<file path="config.mk">
export PLATFORM = sky130hd
export DESIGN_NAME = hms_up_counter
export DESIGN_NICKNAME = d
export VERILOG_FILES = /design/src/rtl/hms_up_counter.sv
export SDC_FILE = /design/constraint.sdc
export NUM_CORES = 1
export LEC_CHECK = 0
export CAP_MARGIN = 20
export CORE_ASPECT_RATIO = 0.6
export CORE_UTILIZATION = 54
export DETAILED_ROUTE_END_ITERATION = 10
export PLACE_DENSITY = 0.8
export SYNTH_ARGS = -nofsm -noshare
export SYNTH_HDL_FRONTEND = slang
export SYNTH_SLANG_ARGS = --single-unit
</file>
<file path="constraint.sdc">
create_clock -name clk -period 2.3 [get_ports clk]
set_input_delay 0.46 -clock clk [delete_from_list [all_inputs] [get_ports clk]]
set_output_delay 0.46 -clock clk [all_outputs]
set_load 0.02 [all_outputs]
</file>
<file path="src/rtl/hms_up_counter.sv">
// ---------------------------------------------------------------------------
// hms_up_counter
//
// Up-counting time-of-day core. A prescaler divides clk into one tick every
// TICK_DIV enabled cycles; each tick advances seconds, minutes and hours
// (wrapping at 59, 59 and HOUR_MAX) in a single cycle, with carry pulses
// reported alongside. A rising edge on load sets the time after a range
// check, acknowledged by load_ack or rejected by load_err.
//
// Parameters:
//   TICK_DIV  clk cycles per seconds tick (>= 2)
//   HOUR_MAX  last hour value before the hour wraps to 0 (1..31)
//
// Ports:
//   clk        in   system clock, rising edge
//   reset      in   asynchronous active-high reset
//   enable     in   run; low freezes prescaler and counters
//   load       in   time-set request, acted on at its 0->1 transition
//   load_sec   in   [5:0] seconds to load
//   load_min   in   [5:0] minutes to load
//   load_hr    in   [4:0] hours to load
//   load_ack   out  one-cycle pulse: load accepted
//   load_err   out  one-cycle pulse: load rejected (field out of range)
//   sec        out  [5:0] current seconds 0..59
//   min        out  [5:0] current minutes 0..59
//   hr         out  [4:0] current hours 0..HOUR_MAX
//   sec_tick   out  one-cycle pulse when sec advances from a tick
//   min_carry  out  one-cycle pulse when sec wraps 59->0
//   day_carry  out  one-cycle pulse when time wraps HOUR_MAX:59:59 -> 0:0:0
//
// All outputs are registered.
// ---------------------------------------------------------------------------
module hms_up_counter #(
    parameter int unsigned TICK_DIV = 50000000,
    parameter int unsigned HOUR_MAX = 23
) (
    input  logic       clk,
    input  logic       reset,
    input  logic       enable,
    input  logic       load,
    input  logic [5:0] load_sec,
    input  logic [5:0] load_min,
    input  logic [4:0] load_hr,
    output logic       load_ack,
    output logic       load_err,
    output logic [5:0] sec,
    output logic [5:0] min,
    output logic [4:0] hr,
    output logic       sec_tick,
    output logic       min_carry,
    output logic       day_carry
);

    localparam int unsigned PreW = (TICK_DIV > 1) ? $clog2(TICK_DIV) : 1;
    localparam logic [PreW-1:0] PreLast = PreW'(TICK_DIV - 1);
    localparam logic [5:0] SecLast = 6'd59;
    localparam logic [5:0] MinLast = 6'd59;
    localparam logic [4:0] HrLast  = 5'(HOUR_MAX);

    // State
    logic [PreW-1:0] pre_q, pre_d;
    logic            load_q;
    logic            armed_q, armed_d;
    logic [5:0]      sec_q, sec_d;
    logic [5:0]      min_q, min_d;
    logic [4:0]      hr_q, hr_d;
    logic            sec_tick_q, sec_tick_d;
    logic            min_carry_q, min_carry_d;
    logic            day_carry_q, day_carry_d;
    logic            load_ack_q, load_ack_d;
    logic            load_err_q, load_err_d;

    // Decoded conditions
    logic tick;
    logic load_req;
    logic load_ok;

    always_comb begin
        tick     = enable && (pre_q == PreLast);
        // armed_q keeps a load held high across reset from being seen as a
        // fresh request: load must be observed low at least once first.
        load_req = load && !load_q && armed_q;
        load_ok  = (load_sec <= SecLast) && (load_min <= MinLast) && (load_hr <= HrLast);
    end

    always_comb begin
        pre_d       = pre_q;
        armed_d     = armed_q | ~load;
        sec_d       = sec_q;
        min_d       = min_q;
        hr_d        = hr_q;
        sec_tick_d  = 1'b0;
        min_carry_d = 1'b0;
        day_carry_d = 1'b0;
        load_ack_d  = 1'b0;
        load_err_d  = 1'b0;

        // Prescaler runs independently of load; a valid load overrides it below.
        if (enable) begin
            pre_d = tick ? '0 : pre_q + PreW'(1);
        end

        if (load_req) begin
            // Load wins over a coincident tick; the tick is simply dropped.
            if (load_ok) begin
                sec_d      = load_sec;
                min_d      = load_min;
                hr_d       = load_hr;
                pre_d      = '0;
                load_ack_d = 1'b1;
            end else begin
                load_err_d = 1'b1;
            end
        end else if (tick) begin
            sec_tick_d = 1'b1;
            if (sec_q == SecLast) begin
                sec_d       = '0;
                min_carry_d = 1'b1;
                if (min_q == MinLast) begin
                    min_d = '0;
                    if (hr_q == HrLast) begin
                        hr_d        = '0;
                        day_carry_d = 1'b1;
                    end else begin
                        hr_d = hr_q + 5'd1;
                    end
                end else begin
                    min_d = min_q + 6'd1;
                end
            end else begin
                sec_d = sec_q + 6'd1;
            end
        end
    end

    always_ff @(posedge clk or posedge reset) begin
        if (reset) begin
            pre_q       <= '0;
            load_q      <= 1'b0;
            armed_q     <= 1'b0;
            sec_q       <= '0;
            min_q       <= '0;
            hr_q        <= '0;
            sec_tick_q  <= 1'b0;
            min_carry_q <= 1'b0;
            day_carry_q <= 1'b0;
            load_ack_q  <= 1'b0;
            load_err_q  <= 1'b0;
        end else begin
            pre_q       <= pre_d;
            load_q      <= load;
            armed_q     <= armed_d;
            sec_q       <= sec_d;
            min_q       <= min_d;
            hr_q        <= hr_d;
            sec_tick_q  <= sec_tick_d;
            min_carry_q <= min_carry_d;
            day_carry_q <= day_carry_d;
            load_ack_q  <= load_ack_d;
            load_err_q  <= load_err_d;
        end
    end

    always_comb begin
        sec       = sec_q;
        min       = min_q;
        hr        = hr_q;
        sec_tick  = sec_tick_q;
        min_carry = min_carry_q;
        day_carry = day_carry_q;
        load_ack  = load_ack_q;
        load_err  = load_err_q;
    end

endmodule

</file>
==> results_dict.tcl <==
set metrics [dict create \
    wl_mm 6.906 \
    post_drt_wl_per_cell_um 17.01 \
    crit_path_start_kind "flop" \
    leakage_nw 1.507 \
    synth_cell_types 54 \
    setup_ws_ns 0.1351 \
    switching_power_mw 0.8409 \
    crit_type "reg -> reg" \
    row_count 19 \
    root_buffer "clkbuf_8" \
    ant_nets 0 \
    synth_area_leaders "dfrtp_1 (46%), nor2_1 (4.8%), xor2_1 (4.2%), nand2_1 (4.2%), xnor2_1 (3.6%)" \
    worstPathRequired_ns 2.49 \
    cp_top_family "simple AND/OR/NAND/NOR gates" \
    synth_edf_count 0 \
    pre_cts_ws_ns -0.07519 \
    die_w_um 93.50 \
    viasPerCell 6.054 \
    dr.max_layer_used "met4" \
    tns_ns 0 \
    synth_commonest_cells "dfrtp_1 (50), nor2_1 (35), nand2_1 (30), nand3_1 (15), nand4_1 (15)" \
    syn_to_final_growth_pct 27.49 \
    synth_area_sq_um 2713 \
    nNetsFinal 367 \
    critPathBufInv 0 \
    period_needed_ns 2.165 \
    synth_largest_area_cell "dfrtp_1" \
    route.detailed.drc 0 \
    hold_buffers 0 \
    avgSynthCellArea_sq_um 9.688 \
    synthMuxAreaShare_pct 0.9225 \
    pwr-share-clk_pct 21.4 \
    synthSimpleGateAreaFrac_pct 30.26 \
    multiInputGateArea_sq_um 1391 \
    synth_compound_area_share_pct 10.52 \
    fin_crit_sh_pct 94.13 \
    grt_max_degree 51 \
    ys_ff_latch 50 \
    syn_inst 280 \
    yosysMostFrequentCell "dfrtp_1" \
    synth_top_area_share_pct 46.13 \
    maxSlewHeadroom_pct 68.02 \
    critPathMaxStageDelay_ns 0.45 \
    hold_violations 0 \
    ys_async_sr_fraction_pct 100.0 \
    clk-insertion-delay-late_ns 0.31 \
    rsz0062_at_grt "false" \
    drt-met1-wl_mm 3.223 \
    p_total_mw 2.472 \
    num-fill-cells 359 \
    maxSlewViolCount 0 \
    hp-class "in -> async" \
    syn_nets 305 \
    cp_slowest_cell "dfrtp_1" \
    dr.pass1.iters 5 \
    synth_ff_type "dfrtp_1" \
    grt.total_usage_pct 28.02 \
    grt_pass1_wl_mm 11.23 \
    setup_violations 0 \
    core-area_sq_um 4707 \
    cts_max_path_buffers 2 \
    place_congestion 0.9011 \
    grt_pass1_vias 2235 \
    wl_met3_um 548 \
    diodes 0 \
    gr-total-overflow 0 \
    p_int_mw 1.631 \
    drtIter0Drc 168 \
    fin_skew_ns 0.007255 \
    seqPwrFrac_pct 45.8 \
    ioPinCount 43 \
    post_cts_buffers 0 \
    portBuffers 42 \
    die_area_sq_um 5320 \
    timing.fmax_mhz 461.9 \
    drive_gt1_share_pct 11.95 \
    numCtsBuffers 5 \
    status "complete, no violations" \
    vias 2458 \
    h-tree-depth 2 \
    cts_tree "yes" \
    ys_seq_area_share_pct 46.13 \
    synth_top_family_by_area "simple AND/OR/NAND/NOR gates" \
    ys.warnings.count 0 \
    place_hpwl_mm 5.074 \
    clkTransAtPathRegs_ns 0.09 \
    cts_sinks 50 \
    arrival_ns 2.36 \
    regArea_sq_um 1251 \
    vdd_drop_max_mv 0.5217 \
    antenna_found_initial 0 \
    cp_max_fo 5 \
    maxCapViolations 0 \
    max_slew.worst_pin.slew_ns 0.4797 \
    p_sw_share_pct 34.02 \
    synth_fa_ha_area_share_pct 1.845 \
    end_kind "flop" \
    power.density_nw_per_um2 714.8 \
    wl_met2_mm 2.994 \
    start_util_pct 57.63 \
    ctsResizeCount 0 \
    pwr-share-comb_pct 32.7 \
    crit_path_cell_trace "nor4b_2 -> nand4_1 -> nor3_2 -> a21oi_1 -> or3_1" \
    synth-xor-area-share_pct 7.749 \
    die_y_um 56.90 \
    utilization_pct 73.47 \
]
## placed cells by master, fill, tap and decap left out, types with 2 or more instances in the layout
master / synthesis / final
a21oi_1: 12 / 12
nand3_1: 15 / 15
clkdlybuf4s50_1: 0 / 42
nor3_1: 8 / 8
inv_2: 1 / 2
a32oi_1: 2 / 2
xor2_1: 13 / 13
o21ai_1: 3 / 3
and2_1: 4 / 4
dfrtp_1: 50 / 50
buf_4: 3 / 19
buf_12: 0 / 3
o2bb2ai_1: 3 / 3
nand2b_1: 3 / 3
nor2b_1: 2 / 2
and3_1: 5 / 5
inv_1: 5 / 4
clkbuf_8: 0 / 6
a2bb2oi_1: 2 / 2
nand4_1: 15 / 15
nor4_1: 8 / 8
and4_1: 6 / 6
ha_1: 4 / 4
xnor2_1: 11 / 11
o221ai_1: 4 / 4
nor4b_2: 2 / 2
nand2_1: 30 / 30
nor2_1: 35 / 35
and4b_1: 2 / 2
## registers in the layout, indices dropped and copies added (netlist names)
register / flops
sec: 6
load_ack: 1
hr: 5
armed_q: 1
pre_q: 26
sec_tick: 1
day_carry: 1
load_q: 1
min_carry: 1
min: 6
load_err: 1
## path summary, 6_finish.rpt
check                                      end  slack, ns  cells past startpoint               start
hold reg to reg              armed_q$_DFF_PP0_       0.50                      1   armed_q$_DFF_PP0_
min in group clk             armed_q$_DFF_PP0_       0.50                      1   armed_q$_DFF_PP0_
max in group asynchronous    hr[3]$_DFFE_PP0P_       1.54                      3               reset
setup reg to reg             hr[4]$_DFFE_PP0P_       0.14                      5  pre_q[8]$_DFF_PP0_
hold / removal             pre_q[22]$_DFF_PP0_       0.50                      3               reset
setup / recovery             hr[4]$_DFFE_PP0P_       0.14                      5  pre_q[8]$_DFF_PP0_
## stage by stage
step	instance area, sq um	hold slack, ns	instances
global placement	3367	0.4676	398
floorplan	2713	0.4502	280
global route	3458	0.5426	406
finish	3458	0.5013	406
detailed placement	3367	0.4789	398
CTS	3458	0.5020	406
## worst reg2reg max path, delay by kind of cell, from the launching register on
family,cells,cell delay (ns)
AOI/OAI and AO/OA,1,0.11
DFF,1,0.45
and+or+nand+nor,4,1.49
## power by group through the flow
stage | logic [mW] | registers [mW] | clock network, mW
2_1_floorplan | 0.346 | 1.23 | 0
3_3_place_gp | 0.781 | 1.14 | 0
3_5_place_dp | 0.800 | 1.14 | 0
4_1_cts | 0.804 | 1.13 | 0.540
5_1_grt | 0.880 | 1.15 | 0.563
6_report | 0.809 | 1.13 | 0.530
## final cells by class
type / count / share of cell area (%)
Multi-Input combinational cell: 215 / 40.23
Clock buffer: 7 / 2.496
Clock inverter: 1 / 0.1447
Inverter: 6 / 0.6512
Timing Repair Buffer: 64 / 18.02
Tap cell: 63 / 2.279
Sequential cell: 50 / 36.18
## logic make-up (layout without fill, tap and decap cells)
logic type,Yosys count,count (layout)
muxes,2,2
and+or+nand+nor,147,147
buffers and inverters,15,78
xor gates and xnor gates,24,24
DFF,50,50
adders and majority gates,4,4
AOI/OAI and AO/OA,38,38
## routing by layer
metal | track usage (%) | vias up
met5 | 0 | -
met3 | 7.317 | 20
met4 | 9.451 | 0
met1 | 41.22 | 1164
met2 | 40.23 | 126
li1 | - | 1148
Power figures use the tool's default switching activity.
